$ cat config.mk
export PLATFORM = sky130hd
export DESIGN_NAME = sigma_delta_dac
export DESIGN_NICKNAME = d
export VERILOG_FILES = /design/src/rtl/sigma_delta_dac.sv
export SDC_FILE = /design/constraint.sdc
export NUM_CORES = 1
export LEC_CHECK = 0
export CAP_MARGIN = 40
export CORE_MARGIN = 3
export CORE_UTILIZATION = 53
export DETAILED_ROUTE_END_ITERATION = 8
export PLACE_DENSITY = 0.7
export RECOVER_POWER = 25
export SKIP_LAST_GASP = 1
export SLEW_MARGIN = 25
export SYNTH_ARGS = -nofsm -noshare
export SYNTH_HDL_FRONTEND = slang
export SYNTH_SLANG_ARGS = --single-unit
$ cat constraint.sdc
create_clock -name clk -period 12.97 [get_ports clk]
set_input_delay 2.594 -clock clk [delete_from_list [all_inputs] [get_ports clk]]
set_output_delay 2.594 -clock clk [all_outputs]
set_load 0.02 [all_outputs]
$ cat src/rtl/sigma_delta_dac.sv
// Sigma-delta DAC: one-entry sample buffer, STGS-stage CIC interpolator (xBOSR) and a
// first-order error-feedback modulator driving a 1-bit PDM pin.
module sigma_delta_dac #(
    parameter int unsigned BOSR = 256,
    parameter int unsigned STGS = 2,
    parameter int unsigned WDTH = 16
) (
    input  logic            clk,
    input  logic            rst,
    input  logic [WDTH-1:0] dac_input,
    input  logic            dac_valid,
    output logic            dac_ready,
    output logic            dac_pin,
    output logic            dac_underrun
);
    localparam int unsigned LB = $clog2(BOSR);
    localparam int unsigned IW = WDTH + STGS * LB;
    localparam int unsigned SH = (STGS - 1) * LB;

    logic [LB-1:0]   r_phase;
    logic            r_buf_full;
    logic [WDTH-1:0] r_buf;
    logic [WDTH-1:0] r_held;
    logic            r_ready;

    logic            w_tick;
    logic            w_accept;
    logic            w_buf_full_d;
    logic [WDTH-1:0] w_held_d;

    assign w_tick       = (r_phase == LB'(BOSR - 1));
    assign w_accept     = dac_valid & r_ready;
    // A tick always sees the buffer as it was before this cycle's accept: no bypass.
    assign w_buf_full_d = w_accept | (r_buf_full & ~w_tick);
    assign w_held_d     = (w_tick & r_buf_full) ? r_buf : r_held;

    always_ff @(posedge clk or posedge rst) begin
        if (rst) begin
            r_phase    <= '0;
            r_buf_full <= 1'b0;
            r_buf      <= '0;
            r_held     <= '0;
            r_ready    <= 1'b0;
        end else begin
            r_phase    <= r_phase + LB'(1);
            r_buf_full <= w_buf_full_d;
            if (w_accept) begin
                r_buf <= dac_input;
            end
            r_held     <= w_held_d;
            r_ready    <= ~w_buf_full_d;
        end
    end

    assign dac_ready    = r_ready;
    assign dac_underrun = w_tick & ~r_buf_full;

    logic [IW-1:0] r_comb_prev [STGS];
    logic [IW-1:0] r_comb_out;
    logic          r_tick_q;
    logic [IW-1:0] w_comb_in   [STGS];
    logic [IW-1:0] w_comb_last;

    // Comb chain runs at the sample rate on the value entering the held register.
    always_comb begin
        logic [IW-1:0] v_run;
        v_run = IW'(w_held_d);
        for (int k = 0; k < int'(STGS); k++) begin
            w_comb_in[k] = v_run;
            v_run        = v_run - r_comb_prev[k];
        end
        w_comb_last = v_run;
    end

    always_ff @(posedge clk or posedge rst) begin
        if (rst) begin
            for (int k = 0; k < int'(STGS); k++) begin
                r_comb_prev[k] <= '0;
            end
            r_comb_out <= '0;
            r_tick_q   <= 1'b0;
        end else begin
            r_tick_q <= w_tick;
            if (w_tick) begin
                for (int k = 0; k < int'(STGS); k++) begin
                    r_comb_prev[k] <= w_comb_in[k];
                end
                r_comb_out <= w_comb_last;
            end
        end
    end

    logic [IW-1:0] r_integ    [STGS];
    logic [IW-1:0] w_integ_in [STGS];

    // Zero stuffing: the comb result enters the integrators once per sample period.
    always_comb begin
        for (int k = 0; k < int'(STGS); k++) begin
            w_integ_in[k] = '0;
        end
        w_integ_in[0] = r_tick_q ? r_comb_out : '0;
        for (int k = 1; k < int'(STGS); k++) begin
            w_integ_in[k] = r_integ[k-1];
        end
    end

    always_ff @(posedge clk or posedge rst) begin
        if (rst) begin
            for (int k = 0; k < int'(STGS); k++) begin
                r_integ[k] <= '0;
            end
        end else begin
            for (int k = 0; k < int'(STGS); k++) begin
                r_integ[k] <= r_integ[k] + w_integ_in[k];
            end
        end
    end

    logic [IW-1:0]   w_shifted;
    logic [WDTH-1:0] w_y;

    assign w_shifted = r_integ[STGS-1] >> SH;
    assign w_y       = (w_shifted > IW'({WDTH{1'b1}})) ? {WDTH{1'b1}} : w_shifted[WDTH-1:0];

    logic [WDTH-1:0] r_acc;
    logic            r_pin;
    logic [WDTH:0]   w_sum;

    assign w_sum = {1'b0, r_acc} + {1'b0, w_y};

    always_ff @(posedge clk or posedge rst) begin
        if (rst) begin
            r_acc <= '0;
            r_pin <= 1'b0;
        end else begin
            r_acc <= w_sum[WDTH-1:0];
            r_pin <= w_sum[WDTH];
        end
    end

    assign dac_pin = r_pin;

endmodule

**After elaboration in Yosys (flattened, before gate mapping)**

Index checks and enable logic that the tools add are counted.
W data, S select, Z words.

- Add/subtract/negate cells: 6
- $lt $le $gt $ge: 1
- Eq/ne operators: 1
- Muxes and demuxes: 3
- Bitwise logic cells: 8

Operators with widths:

| operator | count |
|---|---|
| $add A32 B32 Y32 | 2 |
| $mux W16 | 2 |
| $mux W32 | 1 |
| $sub A32 B32 Y32 | 1 |
| $gt A24 B16 Y1 const B | 1 |
| $add A16 B16 Y17 | 1 |
| $sub A16 B16 Y17 | 1 |
| $add A8 B1 Y8 const B | 1 |
| $eq A8 B8 Y1 const B | 1 |
| $and A1 B1 Y1 | 4 |
| $not A1 Y1 | 3 |
| $or A1 B1 Y1 | 1 |

- Register bits after elaboration: 204
- Output and inout port bits: 3

**Logic depth before layout (Yosys ltp)**

Gate-level depths: netlist of run 1.

- Depth after elaboration: 5
- Gate-level depth with buffers: 27

**Least setup slack after synthesis of run 1**

No wires, ideal clock.

- Path kind: flip-flop to flip-flop
- Start point: register r_phase[0]
- End point: register r_comb_out[17]
- Setup time: 0.065 ns
- Data arrival time: 5.201 ns
- Data required time: 12.905 ns
- Setup slack: 7.703 ns
- Stages on the path, launching flop included: 27
- Path buffers: 2
- Clock period less this slack: 5.267 ns
- Cell sequence: dfrtp_1 -> ha_1 -> nand2_1 -> nor2_1 -> nand3_1 -> inv_1 -> and2_1 -> clkbuf_1 -> buf_1 -> mux2i_1 -> ha_1 -> fa_1 -> nor2b_1 -> o21ai_0 -> a21boi_1 -> o21a_1 -> o21ai_0 -> a211oi_1 -> nor2_1 -> xnor2_1 -> ha_1 -> a21oi_1 -> o21ai_0 -> a2111oi_0 -> a21oi_1 -> o21ai_1 -> o21a_1

RTL lines:

| element | line | text |
|---|---|---|
| start: declaration | 20 | `logic [LB-1:0] r_phase;` |
| start signal: assignment | 45 | `r_phase <= r_phase + LB'(1);` |
| end signal: assignment | 88 | `r_comb_out <= w_comb_last;` |
| end: declaration | 59 | `logic [IW-1:0] r_comb_out;` |

==> summary.json, run 1 <==
{
  "outcome": {
    "run_status": "finished, violations left",
    "failing_checks": "max-capacitance violations, max-slew violations"
  },
  "layout": {
    "sequential_cell_area_um2": 4730,
    "layoutNonFillerInstCount": 1484,
    "num_antenna_cells": 0,
    "filler_cell_count": 1792,
    "post-route-util_pct": 59.8,
    "multi_input_area_um2": 6530,
    "syn2layout_area_growth_pct": 9.70,
    "final_common_cell": "sky130_fd_sc_hd__dfrtp_1",
    "finish.net_count": 1333,
    "layout.cells.most_common_list": "sky130_fd_sc_hd__dfrtp_1, sky130_fd_sc_hd__ha_1, sky130_fd_sc_hd__nand2_1",
    "layout-drive-gt1-share_pct": 8.27
  },
  "synthesis": {
    "syn_area_per_cell_um2": 9.84,
    "synth-edff-count": 0,
    "synthesis.area_um2": 11600,
    "ys_async_sr_fraction_pct": 100,
    "syn_nets": 1316,
    "synth_top_family_by_area": "compound AO/OA/AOI/OAI gates",
    "synth_mux_area_share_pct": 5.05,
    "yosys_most_used_dff": "sky130_fd_sc_hd__dfrtp_1",
    "synth-xor-area-share_pct": 7.17,
    "ys_types": 59,
    "synth-compound-area-share_pct": 18.2,
    "postSynthCellCount": 1179,
    "synth_simple_gate_area_share_pct": 12.8,
    "synth.yosys.seq_area_share_pct": 40.8,
    "synthesis.yosys.warnings": 0,
    "yosys_register_bits": 189,
    "yosys.area_share.adder_pct": 13.0
  },
  "drt": {
    "vias_per_cell": 5.40,
    "detailroute.via_count": 8018,
    "initialDrtViolationCount": 363,
    "post_drt_wl_per_cell_um": 13.6,
    "antenna_left": 0,
    "drt_pass1_iterations": 4,
    "totalWireLength_mm": 20.2,
    "post-route-drc-count": 0
  },
  "global_routing": {
    "grt_overflow": 0,
    "via_count_of_the_first_global_routing_pass": 7936,
    "global_route.usage.total_pct": 18.0,
    "largest_net_degree_at_the_start_of_global_routing": 116,
    "grt_first_pass_wirelength_mm": 36.1,
    "grt_antenna_before_repair": 0
  },
  "pwr": {
    "peakVddDrop_v": 0.0000716,
    "power.total_mw": 1.13,
    "powerDensity_nw_per_um2": 88.9,
    "static-leakage-power_nw": 6.61
  },
  "timing": {
    "worst-slew-pin-transition_ns": 2.42,
    "min_period_ns": 8.46,
    "final.setup_skew_ns": 0.0163,
    "finalSetupViolations": 0,
    "max_clock_freq_mhz": 118,
    "timing.slew.headroom_pct": -61.5,
    "finalSetupTns_ns": 0,
    "timing.final.crit_share_pct": 65.2,
    "grt_setup_unrepaired": "false",
    "final_slew_viol_count": 119,
    "final-hold-violation-count": 0
  },
  "cts": {
    "cts_inserted_buffers": 17,
    "cts_sinks": 189,
    "number_of_hold_repair_buffers_added_at_the_cts_stage": 0,
    "worst_setup_hold_path_clk_slew_ns": 0.08,
    "cts-resized-gates": 0,
    "cts.root.buffer_cell": "sky130_fd_sc_hd__clkbuf_16",
    "clk_path_buf_depth": 2,
    "clkLatencyLatePin_ns": 0.44,
    "tritoncts": "built",
    "clock_tree.htree_level_count": 4,
    "post_cts.repair.setup_buffers": 0
  },
  "placement": {
    "routability_congestion_estimate_from_global_placement": 0.851,
    "placed_cells": 1451,
    "hpwl_mm": 15.2,
    "port-buffer-count": 21
  },
  "flow_run": {
    "max-cap-violations": 3
  },
  "floorplan": {
    "core.rowCount": 53,
    "floorplan.io_pins": 22,
    "dieWidth_um": 154,
    "dieHeight_um": 154,
    "floorplan.initialDensity_pct": 54.5,
    "design.die.area_um2": 23700,
    "core_region_area_um2": 21300
  },
  "worst_setup_path": {
    "critPathKind": "register to register",
    "critical_path_peak_fanout": 70,
    "cp_data_required_time_ns": 13.33,
    "reg_to_reg_critical_path_startpoint": "r_phase[0]",
    "critPathArrivalTime_ns": 8.82,
    "cp-startpoint": "r_phase[0]",
    "cp-end-kind": "register",
    "startpoint_type": "register"
  },
  "min_path": {
    "hold_class": "register to register",
    "min-delay-start": "r_comb_out[8]"
  }
}
registers in the layout, summed over array words and instances, names as in the netlist:
name / flops
dac_pin: 1
dac_ready: 1
r_acc: 16
r_buf: 16
r_buf_full: 1
r_comb_out: 32
r_comb_prev: 33
r_held: 16
r_integ: 64
r_phase: 8
r_tick_q: 1
Yosys cell counts, types with 5 or more instances:
library cell                 n  area, um2
sky130_fd_sc_hd__buf_1       5       18.8
sky130_fd_sc_hd__a21o_1     46        345
sky130_fd_sc_hd__mux2_2     36        405
sky130_fd_sc_hd__nor4_1      6       37.5
sky130_fd_sc_hd__o21bai_1    9       67.6
sky130_fd_sc_hd__and2_1     35        219
sky130_fd_sc_hd__o31ai_1     6       45.0
sky130_fd_sc_hd__inv_1      63        236
sky130_fd_sc_hd__o21ai_0    81        405
sky130_fd_sc_hd__nand4_1     6       37.5
sky130_fd_sc_hd__or2_2      19        119
sky130_fd_sc_hd__mux2i_1    18        180
sky130_fd_sc_hd__a31oi_1     5       31.3
sky130_fd_sc_hd__xor2_1     27        236
sky130_fd_sc_hd__a21oi_1    84        420
sky130_fd_sc_hd__xnor2_1    68        596
sky130_fd_sc_hd__o21ai_1    11       55.1
sky130_fd_sc_hd__dfrtp_1   189       4730
sky130_fd_sc_hd__nor3_1     18       90.1
sky130_fd_sc_hd__nand3_1    16       80.1
sky130_fd_sc_hd__ha_1      113       1410
sky130_fd_sc_hd__nand2_1    98        368
sky130_fd_sc_hd__o21a_1     35        263
sky130_fd_sc_hd__and3_1      8       50.1
sky130_fd_sc_hd__fa_1        5        100
sky130_fd_sc_hd__nor2b_1    20        125
sky130_fd_sc_hd__nor2_1     55        206
sky130_fd_sc_hd__nand2b_1   11       68.8
sky130_fd_sc_hd__clkbuf_1   24       90.1
sky130_fd_sc_hd__a211oi_1   12       90.1
area by class of cell:
cell class,instances,area share (%)
Inverter,63,1.87
Tap cell,275,2.70
Sequential cell,189,37.2
Timing Repair Buffer,27,2.20
Clock inverter,14,1.33
Clock buffer,18,3.45
Multi-Input combinational cell,898,51.3
kinds of logic after synthesis:
family / after synthesis
AOI/OAI and AO/OA: 328
xor gates and xnor gates: 95
buffers and inverters: 92
DFF: 189
adders and majority gates: 118
and+or+nand+nor: 303
muxes: 54
path summary, 6_finish.rpt:
kind | slack (ns) | endpoint | cells past startpoint
worst min register to register | 0.47 | r_comb_out[8] | 2
worst min-delay path | 0.47 | r_comb_out[8] | 2
min in group asynchronous | 2.94 | r_comb_prev[34] | 2
max in group asynchronous | 8.69 | r_integ[19] | 4
worst max-delay path | 4.51 | r_comb_out[19] | 26
worst max register to register | 4.51 | r_comb_out[19] | 26
power breakdown:
| part | internal, mW | total, mW | switching [mW] |
|---|---|---|---|
| Sequential | 0.589 | 0.589 | 0 |
| Combinational | 0.00638 | 0.0182 | 0.0118 |
| Clock | 0.266 | 0.525 | 0.259 |
| Total | 0.861 | 1.13 | 0.271 |
critical path: stages (launching register included):
cell                        delay [ns]
sky130_fd_sc_hd__dfrtp_1          0.40
sky130_fd_sc_hd__ha_1             0.22
sky130_fd_sc_hd__nand2_1          0.06
sky130_fd_sc_hd__nor2_1           0.18
sky130_fd_sc_hd__nand3_2          0.09
sky130_fd_sc_hd__clkbuf_1         0.89
sky130_fd_sc_hd__inv_1            0.22
sky130_fd_sc_hd__clkbuf_1         1.32
sky130_fd_sc_hd__and2_1           0.79
sky130_fd_sc_hd__mux2i_1          0.25
sky130_fd_sc_hd__ha_1             0.26
sky130_fd_sc_hd__fa_1             0.40
sky130_fd_sc_hd__nor2b_1          0.14
sky130_fd_sc_hd__o21ai_0          0.11
sky130_fd_sc_hd__a21boi_1         0.20
sky130_fd_sc_hd__o21a_1           0.18
sky130_fd_sc_hd__o21ai_0          0.15
sky130_fd_sc_hd__a211oi_1         0.29
sky130_fd_sc_hd__nor2_1           0.10
sky130_fd_sc_hd__xnor2_1          0.19
sky130_fd_sc_hd__ha_1             0.30
sky130_fd_sc_hd__a21oi_1          0.24
sky130_fd_sc_hd__o21ai_0          0.13
sky130_fd_sc_hd__a2111oi_0        0.46
sky130_fd_sc_hd__a21oi_1          0.09
sky130_fd_sc_hd__o21ai_1          0.47
sky130_fd_sc_hd__o21a_1           0.20
metal layers:
metal / global-route usage (%) / share of wire, %
met5: 0 / 0
met1: 25.6 / 52
met4: 4.33 / 0.95
met3: 3.38 / 2.1
met2: 28.9 / 45
metrics by stage:
step / setup slack (ns) / cell area [um2] / hold slack (ns)
6_report: 4.51 / 12700 / 0.474
5_1_grt: 3.35 / 12700 / 0.494
4_1_cts: 6.23 / 12700 / 0.479
3_5_place_dp: 6.34 / 12100 / 0.462
3_3_place_gp: 6.50 / 12100 / 0.453
2_1_floorplan: 5.23 / 11600 / 0.441
No activity file was read; power rests on OpenSTA's default activity.
==> inputs of run 2 (changes only) <==
Clock period 12.97 ns to 8.5 ns, I/O delays scaled along.
==> run 2 against run 1 <==
Compared with the run above: the flow still finishes with violations (max-capacitance violations, max-slew violations); sequential power up 52%; clock-buffer cell count unchanged; sequential cell count unchanged; cell area unchanged; via count up 1.9%.
==> summary.json, run 2 (same netlist as run 1, synthesis figures left out) <==
{
  "timing": {
    "max_clock_freq": {"value": 161, "unit": "MHz", "change": "was 118 MHz"},
    "finalSetupViolations": {"value": 0, "change": "unchanged"},
    "final.setup_skew": {"value": 0.0247, "unit": "ns", "change": "was 0.0163 ns"},
    "setup_ws": {"value": 2.29, "unit": "ns", "change": "was 4.51 ns"},
    "finalSetupTns": {"value": 0, "unit": "ns", "change": "unchanged"},
    "timing.slew.headroom": {"value": -65.3, "unit": "%", "change": "was -61.5%"},
    "grt_setup_unrepaired": {"value": "false", "change": "unchanged"},
    "hold-worst-slack": {"value": 0.471, "unit": "ns", "change": "was 0.474 ns"},
    "worst-slew-pin-transition": {"value": 2.48, "unit": "ns", "change": "was 2.42 ns"},
    "timing.final.crit_share": {"value": 73.1, "unit": "%", "change": "was 65.2%"},
    "min_period": {"value": 6.21, "unit": "ns", "change": "was 8.46 ns"},
    "final-hold-violation-count": {"value": 0, "change": "unchanged"},
    "final_slew_viol_count": {"value": 167, "change": "was 119"}
  },
  "global_routing": {
    "top_usage_layer": {"value": "met2", "change": "unchanged"},
    "global_route.usage.met2": {"value": 29.4, "unit": "%", "change": "was 28.9%"},
    "gr-usage-met3": {"value": 3.21, "unit": "%", "change": "was 3.38%"},
    "grt_overflow": {"value": 0, "change": "unchanged"},
    "grt_antenna_before_repair": {"value": 0, "change": "unchanged"},
    "global_route.usage.total": {"value": 18.1, "unit": "%", "change": "was 18.0%"},
    "largest_net_degree_at_the_start_of_global_routing": {"value": 116, "change": "unchanged"},
    "grt_first_pass_wirelength": {"value": 36.4, "unit": "mm", "change": "was 36.1 mm"},
    "met1_usage": {"value": 25.4, "unit": "%", "change": "was 25.6%"},
    "via_count_of_the_first_global_routing_pass": {"value": 7970, "change": "was 7,936"}
  },
  "floorplan": {
    "dieWidth": {"value": 154, "unit": "um", "change": "unchanged"},
    "core_region_area": {"value": 21300, "unit": "um2", "change": "unchanged"},
    "design.die.area": {"value": 23700, "unit": "um2", "change": "unchanged"},
    "dieHeight": {"value": 154, "unit": "um", "change": "unchanged"},
    "floorplan.initialDensity": {"value": 54.5, "unit": "%", "change": "unchanged"},
    "floorplan.io_pins": {"value": 22, "change": "unchanged"},
    "core.rowCount": {"value": 53, "change": "unchanged"}
  },
  "pwr": {
    "peakVddDrop": {"value": 0.000119, "unit": "V", "change": "was 0.0000716 V"},
    "static-leakage-power": {"value": 6.61, "unit": "nW", "change": "about the same"},
    "powerDensity": {"value": 135, "unit": "nW/um2", "change": "was 88.9 nW/um2"}
  },
  "placement": {
    "routability_congestion_estimate_from_global_placement": {"value": 0.870, "change": "was 0.851"},
    "place_worst_setup_slack": {"value": 2.60, "unit": "ns", "change": "was 6.34 ns"},
    "port-buffer-count": {"value": 21, "change": "unchanged"},
    "hpwl": {"value": 15.3, "unit": "mm", "change": "was 15.2 mm"}
  },
  "cts": {
    "worst_setup_hold_path_clk_slew": {"value": 0.09, "unit": "ns", "change": "was 0.08 ns"},
    "tritoncts": {"value": "built", "change": "unchanged"},
    "cts.root.buffer_cell": {"value": "sky130_fd_sc_hd__clkbuf_16", "change": "unchanged"},
    "clkLatencyLatePin": {"value": 0.44, "unit": "ns", "change": "about the same"},
    "cts_inserted_buffers": {"value": 17, "change": "unchanged"},
    "cts_sinks": {"value": 189, "change": "unchanged"},
    "post_cts.repair.setup_buffers": {"value": 0, "change": "unchanged"},
    "clk_path_buf_depth": {"value": 2, "change": "unchanged"},
    "number_of_hold_repair_buffers_added_at_the_cts_stage": {"value": 0, "change": "unchanged"},
    "clock_tree.htree_level_count": {"value": 4, "change": "unchanged"},
    "cts-resized-gates": {"value": 0, "change": "unchanged"}
  },
  "layout": {
    "syn2layout_area_growth": {"value": 9.70, "unit": "%", "change": "unchanged"},
    "post-route-util": {"value": 59.8, "unit": "%", "change": "unchanged"},
    "layout-drive-gt1-share": {"value": 8.02, "unit": "%", "change": "was 8.27%"},
    "layout.cells.most_common_list": {"value": "sky130_fd_sc_hd__dfrtp_1, sky130_fd_sc_hd__ha_1, sky130_fd_sc_hd__nand2_1", "change": "unchanged"},
    "finish.net_count": {"value": 1334, "change": "was 1,333"},
    "top_reg_by_flops": {"value": "r_integ", "change": "unchanged"},
    "layout_top_registers": {"value": "r_integ: 64 flops, r_comb_prev: 33 flops, r_comb_out: 32 flops", "change": "unchanged"},
    "multi_input_area": {"value": 6530, "unit": "um2", "change": "about the same"},
    "final_common_cell": {"value": "sky130_fd_sc_hd__dfrtp_1", "change": "unchanged"},
    "num_antenna_cells": {"value": 0, "change": "unchanged"},
    "largest_reg_flops": {"value": 64, "change": "unchanged"},
    "filler_cell_count": {"value": 1783, "change": "was 1,792"},
    "sequential_cell_area": {"value": 4730, "unit": "um2", "change": "unchanged"}
  },
  "worst_setup_path": {
    "timing.reg2reg.setup_slack": {"value": 2.29, "unit": "ns", "change": "was 4.51 ns"},
    "critical_path_peak_fanout": {"value": 14, "change": "was 70"},
    "cp-end-kind": {"value": "register", "change": "unchanged"},
    "cp_slowest_cell": {"value": "sky130_fd_sc_hd__clkbuf_1", "change": "unchanged"},
    "startpoint_type": {"value": "register", "change": "unchanged"},
    "critPathArrivalTime": {"value": 6.58, "unit": "ns", "change": "was 8.82 ns"},
    "cp_data_required_time": {"value": 8.87, "unit": "ns", "change": "was 13.33 ns"},
    "worst-path-buf-inv": {"value": 2, "change": "was 3"},
    "slowest_delay": {"value": 0.70, "unit": "ns", "change": "was 1.32 ns"},
    "critPathTopFamily": {"value": "compound AO/OA/AOI/OAI gates", "change": "unchanged"},
    "critPathKind": {"value": "register to register", "change": "unchanged"}
  },
  "drt": {
    "initialDrtViolationCount": {"value": 409, "change": "was 363"},
    "detailroute.via_count": {"value": 8168, "change": "was 8,018"},
    "antenna_left": {"value": 0, "change": "unchanged"},
    "post-route-drc-count": {"value": 0, "change": "unchanged"},
    "totalWireLength": {"value": 20.5, "unit": "mm", "change": "was 20.2 mm"},
    "post_drt_wl_per_cell": {"value": 13.8, "unit": "um", "change": "was 13.6 um"},
    "vias_per_cell": {"value": 5.50, "change": "was 5.40"},
    "drt_pass1_iterations": {"value": 6, "change": "was 4"}
  },
  "min_path": {
    "hold_class": {"value": "register to register", "change": "unchanged"}
  },
  "outcome": {
    "failing_checks": {"value": "max-capacitance violations, max-slew violations", "change": "unchanged"},
    "run_status": {"value": "finished, violations left", "change": "unchanged"}
  },
  "flow_run": {
    "max-cap-violations": {"value": 3, "change": "unchanged"}
  }
}
## run 2: cell count changes in the layout (fill, tap and decap cells not counted), sizes merged
cell / delta
clkinv: -3
inv: +2
clkbuf: +1
clkinvlp: +1
## run 2: routing by layer
metal | vias to the layer above | part of all wire [%]
met1 | 3850 | 52
met4 | 0 | 1.1
met5 | - | 0
li1 | 4217 | -
met2 | 86 | 45
met3 | 15 | 2.1
## run 2: power by group
| group | internal (mW) | total [mW] | switching, mW |
|---|---|---|---|
| clock | 0.398 | 0.790 | 0.392 |
| sequential | 0.898 | 0.898 | 0 |
| combinational | 0.0102 | 0.0281 | 0.0180 |
| total | 1.31 | 1.72 | 0.410 |
## run 2: metrics by stage
step / cell area (um2) / total power [mW] / std cells
final: 12700 / 1.72 / 1485
after global routing: 12700 / 1.78 / 1485
after CTS: 12700 / 1.74 / 1483
after detailed placement: 12100 / 0.945 / 1451
after global placement: 12100 / 0.943 / 1450
after floorplan: 11600 / 0.930 / 1179
## run 2: layout make-up
type                            count  area share [%]
Multi-Input combinational cell    898            51.3
Sequential cell                   189            37.2
Clock buffer                       18            3.37
Tap cell                          275            2.70
Timing Repair Buffer               28            2.29
Inverter                           63            1.87
Clock inverter                     14            1.29
## run 2: path summary, 6_finish.rpt
kind                                    to           from  cells after the start
max reg2reg                 r_comb_out[23]     r_phase[0]                     25
min                          r_comb_out[6]  r_comb_out[6]                      2
max                         r_comb_out[23]     r_phase[0]                     25
min reg2reg                  r_comb_out[6]  r_comb_out[6]                      2
max in group asynchronous      r_integ[20]            rst                      5
min in group asynchronous  r_comb_prev[33]            rst                      2
## run 2: worst min-delay path, delay by kind of cell (launching register included)
kind	cells	cell delay (ns)
DFF	1	0.34
and+or+nand+nor	1	0.04
AOI/OAI and AO/OA	1	0.05
